### config.mk
export PLATFORM = sky130hd
export DESIGN_NAME = dcache_controller_flat
export DESIGN_NICKNAME = d
export VERILOG_FILES = /design/src/rtl/dcache_controller_if.sv /design/src/rtl/dcache_controller.sv /design/src/flat_wrapper.sv
export SDC_FILE = /design/constraint.sdc
export NUM_CORES = 1
export LEC_CHECK = 0
export CAP_MARGIN = 40
export CORE_MARGIN = 2
export CORE_UTILIZATION = 53
export DETAILED_ROUTE_END_ITERATION = 16
export GPL_TIMING_DRIVEN = 1
export HOLD_SLACK_MARGIN = 0.02
export PLACE_DENSITY = 0.69
export SYNTH_ARGS = -nofsm -noshare
export SYNTH_HDL_FRONTEND = slang
export SYNTH_SLANG_ARGS = --single-unit
### constraint.sdc
create_clock -name clk -period 10.9 [get_ports clk]
set_input_delay 1.635 -clock clk [delete_from_list [all_inputs] [get_ports clk]]
set_output_delay 1.635 -clock clk [all_outputs]
set_load 0.05 [all_outputs]
### src/rtl/dcache_controller_if.sv
// Core/memory-side signal bundle for the data cache controller.
// slave = controller side, master = core + memory side.
interface dcache_controller_if #(
  parameter int ADDR_W         = 32,
  parameter int WORDS_PER_LINE = 4
);
  localparam int SEL_W = $clog2(WORDS_PER_LINE);

  logic              memRead;
  logic              memWrite;
  logic [ADDR_W-1:0] addr;
  logic              flush;
  logic              stall;
  logic              hit;
  logic              cache_we;
  logic              refill;
  logic [SEL_W-1:0]  cache_word_sel;
  logic              mem_req;
  logic              mem_we;
  logic [ADDR_W-1:0] mem_addr;
  logic              mem_ready;

  modport slave (
    input  memRead, memWrite, addr, flush, mem_ready,
    output stall, hit, cache_we, refill, cache_word_sel,
    output mem_req, mem_we, mem_addr
  );

  modport master (
    output memRead, memWrite, addr, flush, mem_ready,
    input  stall, hit, cache_we, refill, cache_word_sel,
    input  mem_req, mem_we, mem_addr
  );
endinterface

### src/rtl/dcache_controller.sv
// Direct-mapped write-through data cache sequencer (tags, valids, FSM).
// DCACHE_PERF_CNT_EN adds hit_cnt/miss_cnt lookup counters.
module dcache_controller #(
  parameter int ADDR_W         = 32,
  parameter int LINES          = 64,
  parameter int WORDS_PER_LINE = 4
) (
  input  logic               clk,
  input  logic               rst_n,
`ifdef DCACHE_PERF_CNT_EN
  dcache_controller_if.slave bus,
  output logic [31:0]        hit_cnt,
  output logic [31:0]        miss_cnt
`else
  dcache_controller_if.slave bus
`endif
);
  localparam int OFF_W = $clog2(WORDS_PER_LINE);
  localparam int IDX_W = $clog2(LINES);
  localparam int TAG_W = ADDR_W - IDX_W - OFF_W - 2;

  localparam logic [1:0] S_IDLE   = 2'd0;
  localparam logic [1:0] S_REFILL = 2'd1;
  localparam logic [1:0] S_WRITE  = 2'd2;
  localparam logic [1:0] S_DONE   = 2'd3;

  logic [1:0]       state;
  logic [OFF_W-1:0] cnt;
  logic             hit_q;
  logic [LINES-1:0] valid;
  logic [TAG_W-1:0] tags [LINES];

  logic [TAG_W-1:0] tag_f;
  logic [IDX_W-1:0] idx_f;
  logic [OFF_W-1:0] off_f;
  logic             hit_w;
  logic             last_beat;

  assign tag_f     = bus.addr[ADDR_W-1 -: TAG_W];
  assign idx_f     = bus.addr[OFF_W+2 +: IDX_W];
  assign off_f     = bus.addr[2 +: OFF_W];
  assign hit_w     = valid[idx_f] && (tags[idx_f] == tag_f);
  assign last_beat = (cnt == OFF_W'(WORDS_PER_LINE - 1));

  logic              stall_w;
  logic              cache_we_w;
  logic              refill_w;
  logic [OFF_W-1:0]  sel_w;
  logic              mem_req_w;
  logic              mem_we_w;
  logic [ADDR_W-1:0] mem_addr_w;

  always_comb begin
    stall_w    = 1'b0;
    cache_we_w = 1'b0;
    refill_w   = 1'b0;
    sel_w      = '0;
    mem_req_w  = 1'b0;
    mem_we_w   = 1'b0;
    mem_addr_w = '0;
    unique case (state)
      S_IDLE: begin
        stall_w = rst_n && (bus.flush || bus.memWrite ||
                            (bus.memRead && !hit_w));
      end
      S_REFILL: begin
        stall_w    = 1'b1;
        mem_req_w  = 1'b1;
        mem_addr_w = {bus.addr[ADDR_W-1:OFF_W+2], cnt, 2'b00};
        if (bus.mem_ready) begin
          cache_we_w = 1'b1;
          refill_w   = 1'b1;
          sel_w      = cnt;
        end
      end
      S_WRITE: begin
        stall_w    = 1'b1;
        mem_req_w  = 1'b1;
        mem_we_w   = 1'b1;
        mem_addr_w = {bus.addr[ADDR_W-1:2], 2'b00};
        if (bus.mem_ready && hit_q) begin
          cache_we_w = 1'b1;
          sel_w      = off_f;
        end
      end
      default: ;
    endcase
  end

  assign bus.hit            = hit_w;
  assign bus.stall          = stall_w;
  assign bus.cache_we       = cache_we_w;
  assign bus.refill         = refill_w;
  assign bus.cache_word_sel = sel_w;
  assign bus.mem_req        = mem_req_w;
  assign bus.mem_we         = mem_we_w;
  assign bus.mem_addr       = mem_addr_w;

  always_ff @(posedge clk) begin
    if (!rst_n) begin
      state <= S_IDLE;
      cnt   <= '0;
      hit_q <= 1'b0;
      valid <= '0;
    end else begin
      unique case (state)
        S_IDLE: begin
          if (bus.flush) begin
            valid <= '0;
          end else if (bus.memWrite) begin
            state <= S_WRITE;
            hit_q <= hit_w;
          end else if (bus.memRead && !hit_w) begin
            state <= S_REFILL;
            cnt   <= '0;
          end
        end
        S_REFILL: begin
          if (bus.mem_ready) begin
            cnt <= cnt + 1'b1;
            if (last_beat) begin
              valid[idx_f] <= 1'b1;
              state        <= S_DONE;
            end
          end
        end
        S_WRITE: begin
          if (bus.mem_ready) state <= S_DONE;
        end
        default: state <= S_IDLE;
      endcase
    end
  end

  // Tag storage needs no reset: valid bits gate every lookup.
  always_ff @(posedge clk) begin
    if (rst_n && state == S_REFILL && bus.mem_ready && last_beat)
      tags[idx_f] <= tag_f;
  end

`ifdef DCACHE_PERF_CNT_EN
  always_ff @(posedge clk) begin
    if (!rst_n) begin
      hit_cnt  <= '0;
      miss_cnt <= '0;
    end else if (state == S_IDLE && !bus.flush &&
                 (bus.memRead || bus.memWrite)) begin
      if (hit_w) hit_cnt  <= hit_cnt + 32'd1;
      else       miss_cnt <= miss_cnt + 32'd1;
    end
  end
`endif
endmodule

### src/flat_wrapper.sv
// flat-port wrapper written by rule: the top's interface ports become plain ports
module dcache_controller_flat 
#(
  parameter int ADDR_W         = 32,
  parameter int LINES          = 64,
  parameter int WORDS_PER_LINE = 4
)
  (clk, rst_n, bus_memRead, bus_memWrite, bus_addr, bus_flush, bus_mem_ready, bus_stall, bus_hit, bus_cache_we, bus_refill, bus_cache_word_sel, bus_mem_req, bus_mem_we, bus_mem_addr);
  dcache_controller_if #(.ADDR_W(ADDR_W), .WORDS_PER_LINE(WORDS_PER_LINE)) bus_i ();
  input  logic clk;
  input  logic rst_n;
  input wire logic [$bits(bus_i.memRead)-1:0] bus_memRead;
  input wire logic [$bits(bus_i.memWrite)-1:0] bus_memWrite;
  input wire logic [$bits(bus_i.addr)-1:0] bus_addr;
  input wire logic [$bits(bus_i.flush)-1:0] bus_flush;
  input wire logic [$bits(bus_i.mem_ready)-1:0] bus_mem_ready;
  output wire logic [$bits(bus_i.stall)-1:0] bus_stall;
  output wire logic [$bits(bus_i.hit)-1:0] bus_hit;
  output wire logic [$bits(bus_i.cache_we)-1:0] bus_cache_we;
  output wire logic [$bits(bus_i.refill)-1:0] bus_refill;
  output wire logic [$bits(bus_i.cache_word_sel)-1:0] bus_cache_word_sel;
  output wire logic [$bits(bus_i.mem_req)-1:0] bus_mem_req;
  output wire logic [$bits(bus_i.mem_we)-1:0] bus_mem_we;
  output wire logic [$bits(bus_i.mem_addr)-1:0] bus_mem_addr;
  assign bus_i.memRead = bus_memRead;
  assign bus_i.memWrite = bus_memWrite;
  assign bus_i.addr = bus_addr;
  assign bus_i.flush = bus_flush;
  assign bus_i.mem_ready = bus_mem_ready;
  assign bus_stall = bus_i.stall;
  assign bus_hit = bus_i.hit;
  assign bus_cache_we = bus_i.cache_we;
  assign bus_refill = bus_i.refill;
  assign bus_cache_word_sel = bus_i.cache_word_sel;
  assign bus_mem_req = bus_i.mem_req;
  assign bus_mem_we = bus_i.mem_we;
  assign bus_mem_addr = bus_i.mem_addr;
  dcache_controller #(.ADDR_W(ADDR_W), .LINES(LINES), .WORDS_PER_LINE(WORDS_PER_LINE)) u_core (.clk(clk), .rst_n(rst_n), .bus(bus_i));
endmodule
Word-level counts from Yosys, hierarchy flattened
Memories as Yosys holds them, arrays and structs flattened.
Index checks and enable logic that the tools add are counted.
- add/sub/neg operators: 1
- magnitude comparators: 2
- equal/unequal tests: 12
- mux-type cells: 33
- bitwise operators: 2
- reduce and logical (&&, ||, !) cells: 18
- operators with widths (kind ; number):
    $mux 64 ; 3
    $pmux 64 s2 ; 1
    $or 64x64->64 ; 1
    $pmux 32 s2 ; 1
    $mux 2 ; 12
    $eq 22x22->1 ; 1
    $ne 2x2->1 const B ; 5
    $reduce_and 5->1 ; 2
    $mux 1 ; 9
    $logic_and 1x1->1 ; 8
    $pmux 2 s2 ; 2
    $lt 6x7->1 const B ; 1
    $bmux 1 s6 ; 1
    $demux 1 s6 ; 1
    $ge 6x1->1 const B ; 1
    $pmux 2 s3 ; 1
    $eq 2x2->1 const B ; 2
    $ne 2x1->1 const B ; 2
    $pmux 1 s2 ; 2
    $reduce_and 4->1 ; 1
    $ne 3x2->1 const B ; 1
    $reduce_and 3->1 ; 1
    $add 2x1->2 const B ; 1
    $eq 2x1->1 const B ; 1
    6 further kinds ; 7
- register bits after elaboration: 69
- memory bits (writable): 1408
- input port bits: 38
- logic and storage cells: 73
- memories kept: 1
- memory list (name ; words ; bits a word ; read ports ; clocked after Yosys merged registers in ; write ports ; line ; RTL):
    u_core.tags ; 64 ; 22 ; 1 ; 0 ; 1 ; dcache_controller.sv:31 ; logic [TAG_W-1:0] tags [LINES];

Longest topological paths before layout
- depth after elaboration: 9
- mapped depth: 15
- depth with buffers taken out: 10

Worst setup path before layout
Ideal clock, no wire load.
- path type: input to output
- from: in bus_addr[6]
- to: out bus_hit
- data arrival time: 4725 ps
- data required time: 9265 ps
- path slack: 4540 ps
- stages: 14
- path through: buf_2 > buf_2 > buf_2 > buf_2 > buf_2 > mux4_2 > a21oi_1 > o21ai_0 > nor3_1 > xnor2_1 > a211o_1 > nor4_1 > o2111a_1 > and4_1
- word-level cells in the longest chain between the ends: 3
- elaborated cells between the ends (all ways): 5
- ends and longest elaborated chain (item ; line ; RTL):
    from (decl) ; flat_wrapper.sv:14 ; input wire logic [$bits(bus_i.addr)-1:0] bus_addr;
    $mem_v2 64x22 / $bmux 1 s6 (equally long branches) ; -- ;
    $eq 22x22->1 / $mux 1 (equally long branches) ; dcache_controller.sv:42 ; assign hit_w = valid[idx_f] && (tags[idx_f] == tag_f);
    $logic_and 1x1->1 (*) ; dcache_controller.sv:42 ;
    to (decl) ; flat_wrapper.sv:18 ; output wire logic [$bits(bus_i.hit)-1:0] bus_hit;
Every way passes the cells marked *; elsewhere a longest branch is shown, timed or not. The select of a mux whose other input is x is not followed.

Final worst setup path
- from: in bus_addr[6]
- to: out bus_stall
- word-level cells in the longest chain between the ends: 8
- elaborated cells between the ends (all ways): 10
- ends and longest elaborated chain (item ; line ; RTL):
    $mem_v2 64x22 / $bmux 1 s6 (equally long branches) ; -- ;
    $eq 22x22->1 / $mux 1 (equally long branches) ; dcache_controller.sv:42 ;
    $logic_and 1x1->1 (*) ; dcache_controller.sv:42 ;
    $logic_not 1->1 (*) ; dcache_controller.sv:64 ; (bus.memRead && !hit_w));
    $logic_and 1x1->1 (*) ; dcache_controller.sv:64 ;
    $logic_or 1x1->1 (*) ; dcache_controller.sv:63 ; stall_w = rst_n && (bus.flush || bus.memWrite ||
    $logic_and 1x1->1 (*) ; dcache_controller.sv:63 ;
    $pmux 1 s2 (*) ; dcache_controller.sv:61 ; unique case (state)
    to (decl) ; flat_wrapper.sv:17 ; output wire logic [$bits(bus_i.stall)-1:0] bus_stall;
Marks and branches as above.

==> impl_metrics.tcl <==
set metrics [dict create \
    syn_inst 3243 \
    ys_seq_area_share_pct 75.1 \
    cts_tree "yes" \
    seqCellArea_mm2 0.0437 \
    fin_cells 4939 \
    grt_start_max_net_pins 97 \
    path_clk_slew_ns 0.05 \
    n_fill_cell 7683 \
    setup_viol 0 \
    critPathCaptureType "primary output" \
    clock_skew_ns 0.0300 \
    syn_to_final_growth_pct 12.7 \
    postCtsHoldBufs 0 \
    synth_ff_type "edfxtp_1" \
    core_mm2 0.109 \
    ios 78 \
    place_inst 4676 \
    cts-root-buf "clkbuf_16" \
    grt_pass1_wl_mm 240 \
    power_density_mw_per_mm2 183 \
    combPwrFrac_pct 8.0 \
    finalCriticalPeriod_ns 8.89 \
    vias_per_cell 6.85 \
    overflow 0 \
    synth_cell_types 85 \
    hold_violations 0 \
    async_flop_share_pct 0 \
    leakage_nw 21.3 \
    clock.fmax_mhz 113 \
    finalSetupTns_ns 0 \
    required_ns 9.27 \
    place_congestion 0.940 \
    irDropWorstVdd_mv 0.162 \
    cts_buffers 146 \
    drc_errors 0 \
    dr.first_iter.drc_count 4988 \
    yosysWarningCount 0 \
    syn-cell-area_mm2 0.0581 \
    tightest_slew_ns 0.974 \
    die_h_um 335 \
    critical_path_class "input pin to primary output" \
    clockPowerShare_pct 40.2 \
    swShare_pct 23.2 \
    wl_mm 169 \
    rsz0062_at_grt "false" \
    final_util_pct 60.2 \
    die_w_um 335 \
    num-nets-final 3454 \
    final_common_cell "edfxtp_1" \
    finalCritPeriodShare_pct 81.5 \
    crit_path_start_kind "input pin" \
    postSynthAreaPerCell_um2 17.9 \
    grt_pass1_vias 32900 \
    slew_headroom_pct 34.5 \
    rows 121 \
    switchingPower_w 0.00278 \
    ys_ff_latch 1477 \
    synth_edf_count 1408 \
    post-cts-setup-buffers 0 \
    cts_sinks 1477 \
    insertion_delay_ns 0.76 \
    p_seq_share_pct 51.8 \
    cts_resized 0 \
    worstPathArrival_ns 7.25 \
    antenna_found_initial 4 \
    multi_input_area_mm2 0.0135 \
    drtAntennaViolNets 0 \
    internal_power_w 0.00923 \
    drt_pass1_iterations 6 \
    drv_slew 0 \
    dieArea_mm2 0.112 \
    outcome "complete, no violations" \
    routed-via-count 33800 \
    final_cell_mix "1408 x edfxtp_1, 254 x mux2i_1, 152 x mux4_2" \
    dp_hpwl_mm 102 \
    wl_per_cell_um 34.3 \
    clock_path_buffers 3 \
    hp-class "flip-flop to flip-flop" \
    cts_htree_levels 4 \
    drive_above_1_share_pct 19.3 \
    grt_use_total_pct 30.2 \
    drv_cap 0 \
    start_util_pct 53.4 \
    worstPathMaxFanout 88 \
    io_buffers 73 \
]
routing by layer:
layer | up-vias | global-route usage [%] | routed length, um
met5 | - | 0 | 0
met4 | 0 | 15.4 | 9380
met3 | 451 | 6.84 | 19200
met2 | 2399 | 47.2 | 79700
met1 | 17300 | 40.1 | 61000
li1 | 13600 | - | -
Yosys cell counts, types with 6 or more instances:
cell type	instances	share of area (%)
edfxtp_1	1408	73
mux2i_1	254	4.4
nor2_1	171	1.1
mux4_2	152	5.9
a21oi_1	122	1.1
o22ai_1	119	1.3
buf_2	95	0.82
clkbuf_1	74	0.48
nand2_1	72	0.47
dfxtp_1	69	2.4
a221oi_1	66	0.99
a22oi_1	63	0.81
o21ai_0	45	0.39
a22o_1	30	0.45
mux2_2	30	0.58
and2_1	28	0.30
nand3_1	27	0.23
nor4_1	26	0.28
nor3_1	25	0.22
and3_1	23	0.25
a31oi_1	20	0.22
a211oi_1	19	0.25
buf_4	18	0.23
buf_6	18	0.35
a221o_1	15	0.26
nand2b_1	13	0.14
o221ai_1	13	0.20
nand3b_1	12	0.16
inv_1	11	0.071
nand4_1	11	0.12
o22a_1	11	0.17
buf_1	10	0.065
nor2b_1	10	0.11
or3b_2	10	0.15
nor3b_1	9	0.12
xnor2_1	8	0.12
and3b_1	7	0.11
o2bb2ai_1	7	0.11
or3_1	7	0.075
a211o_1	6	0.090
a32oi_1	6	0.090
and4_1	6	0.090
critical path, stage by stage:
cell	delay, ns
buf_8	0.42
buf_12	0.46
mux4_2	0.40
mux2i_1	0.33
nor2_1	0.16
nor4_1	0.67
o32ai_1	0.33
buf_2	0.26
a2111o_1	0.44
nor4_4	0.30
nand4_2	0.34
a21boi_0	0.32
o22ai_1	0.12
clkdlybuf4s50_1	0.72
power by group through the flow:
stage          combinational (W)  clock [W]  sequential [W]
6_report                0.000958    0.00483         0.00622
5_1_grt                 0.000994    0.00509         0.00622
4_1_cts                 0.000940    0.00486         0.00622
3_5_place_dp            0.000936          0         0.00634
3_3_place_gp            0.000900          0         0.00634
2_1_floorplan           0.000547          0         0.00634
kinds of logic (layout without fill, tap and decap cells):
kind of cell | Yosys count | after routing | share of synthesized area (%)
flops | 1477 | 1477 | 75.1
compound gates | 590 | 590 | 7.08
simple gates | 490 | 490 | 4.47
mux | 439 | 439 | 11.0
buf+inv | 228 | 508 | 2.03
xor+xnor | 13 | 13 | 0.196
fa+ha+maj | 5 | 5 | 0.108
other cells | 1 | 3 | 0.00645
sequential cells by signal (all words and copies together) (netlist names):
signal        count
u_core.cnt        2
u_core.hit_q      1
u_core.state      2
u_core.tags    1408
u_core.valid     64
final timing paths:
check / from / endpoint / slack (ns) / cells past startpoint
worst max-delay path: bus_addr[6] / bus_stall / 2.01 / 14
worst min-delay path: u_core.valid[50] / u_core.valid[50] / 0.47 / 2
worst max register to register: u_core.tags[55][3] / u_core.state[0] / 6.47 / 11
worst min register to register: u_core.valid[50] / u_core.valid[50] / 0.47 / 2
cell type report:
class	count	share of cell area [%]
inverter	13	0.0745
antenna	1	0.00382
clock buffer	177	5.85
clock inverter	84	1.08
multi-input combinational	1539	20.6
sequential	1477	66.6
timing repair buffer	234	3.06
tap	1414	2.70
through the flow:
step	hold slack, ns	setup slack, ns	instance area [um^2]	power (W)
final	0.468	2.01	65500	0.0120
after global routing	0.493	1.97	65500	0.0123
after CTS	0.471	2.29	65500	0.0120
after detailed placement	0.456	2.28	61000	0.00728
after global placement	0.442	2.23	60700	0.00724
after floorplan	0.431	4.54	58100	0.00689
(Power assumes the default switching activity.)
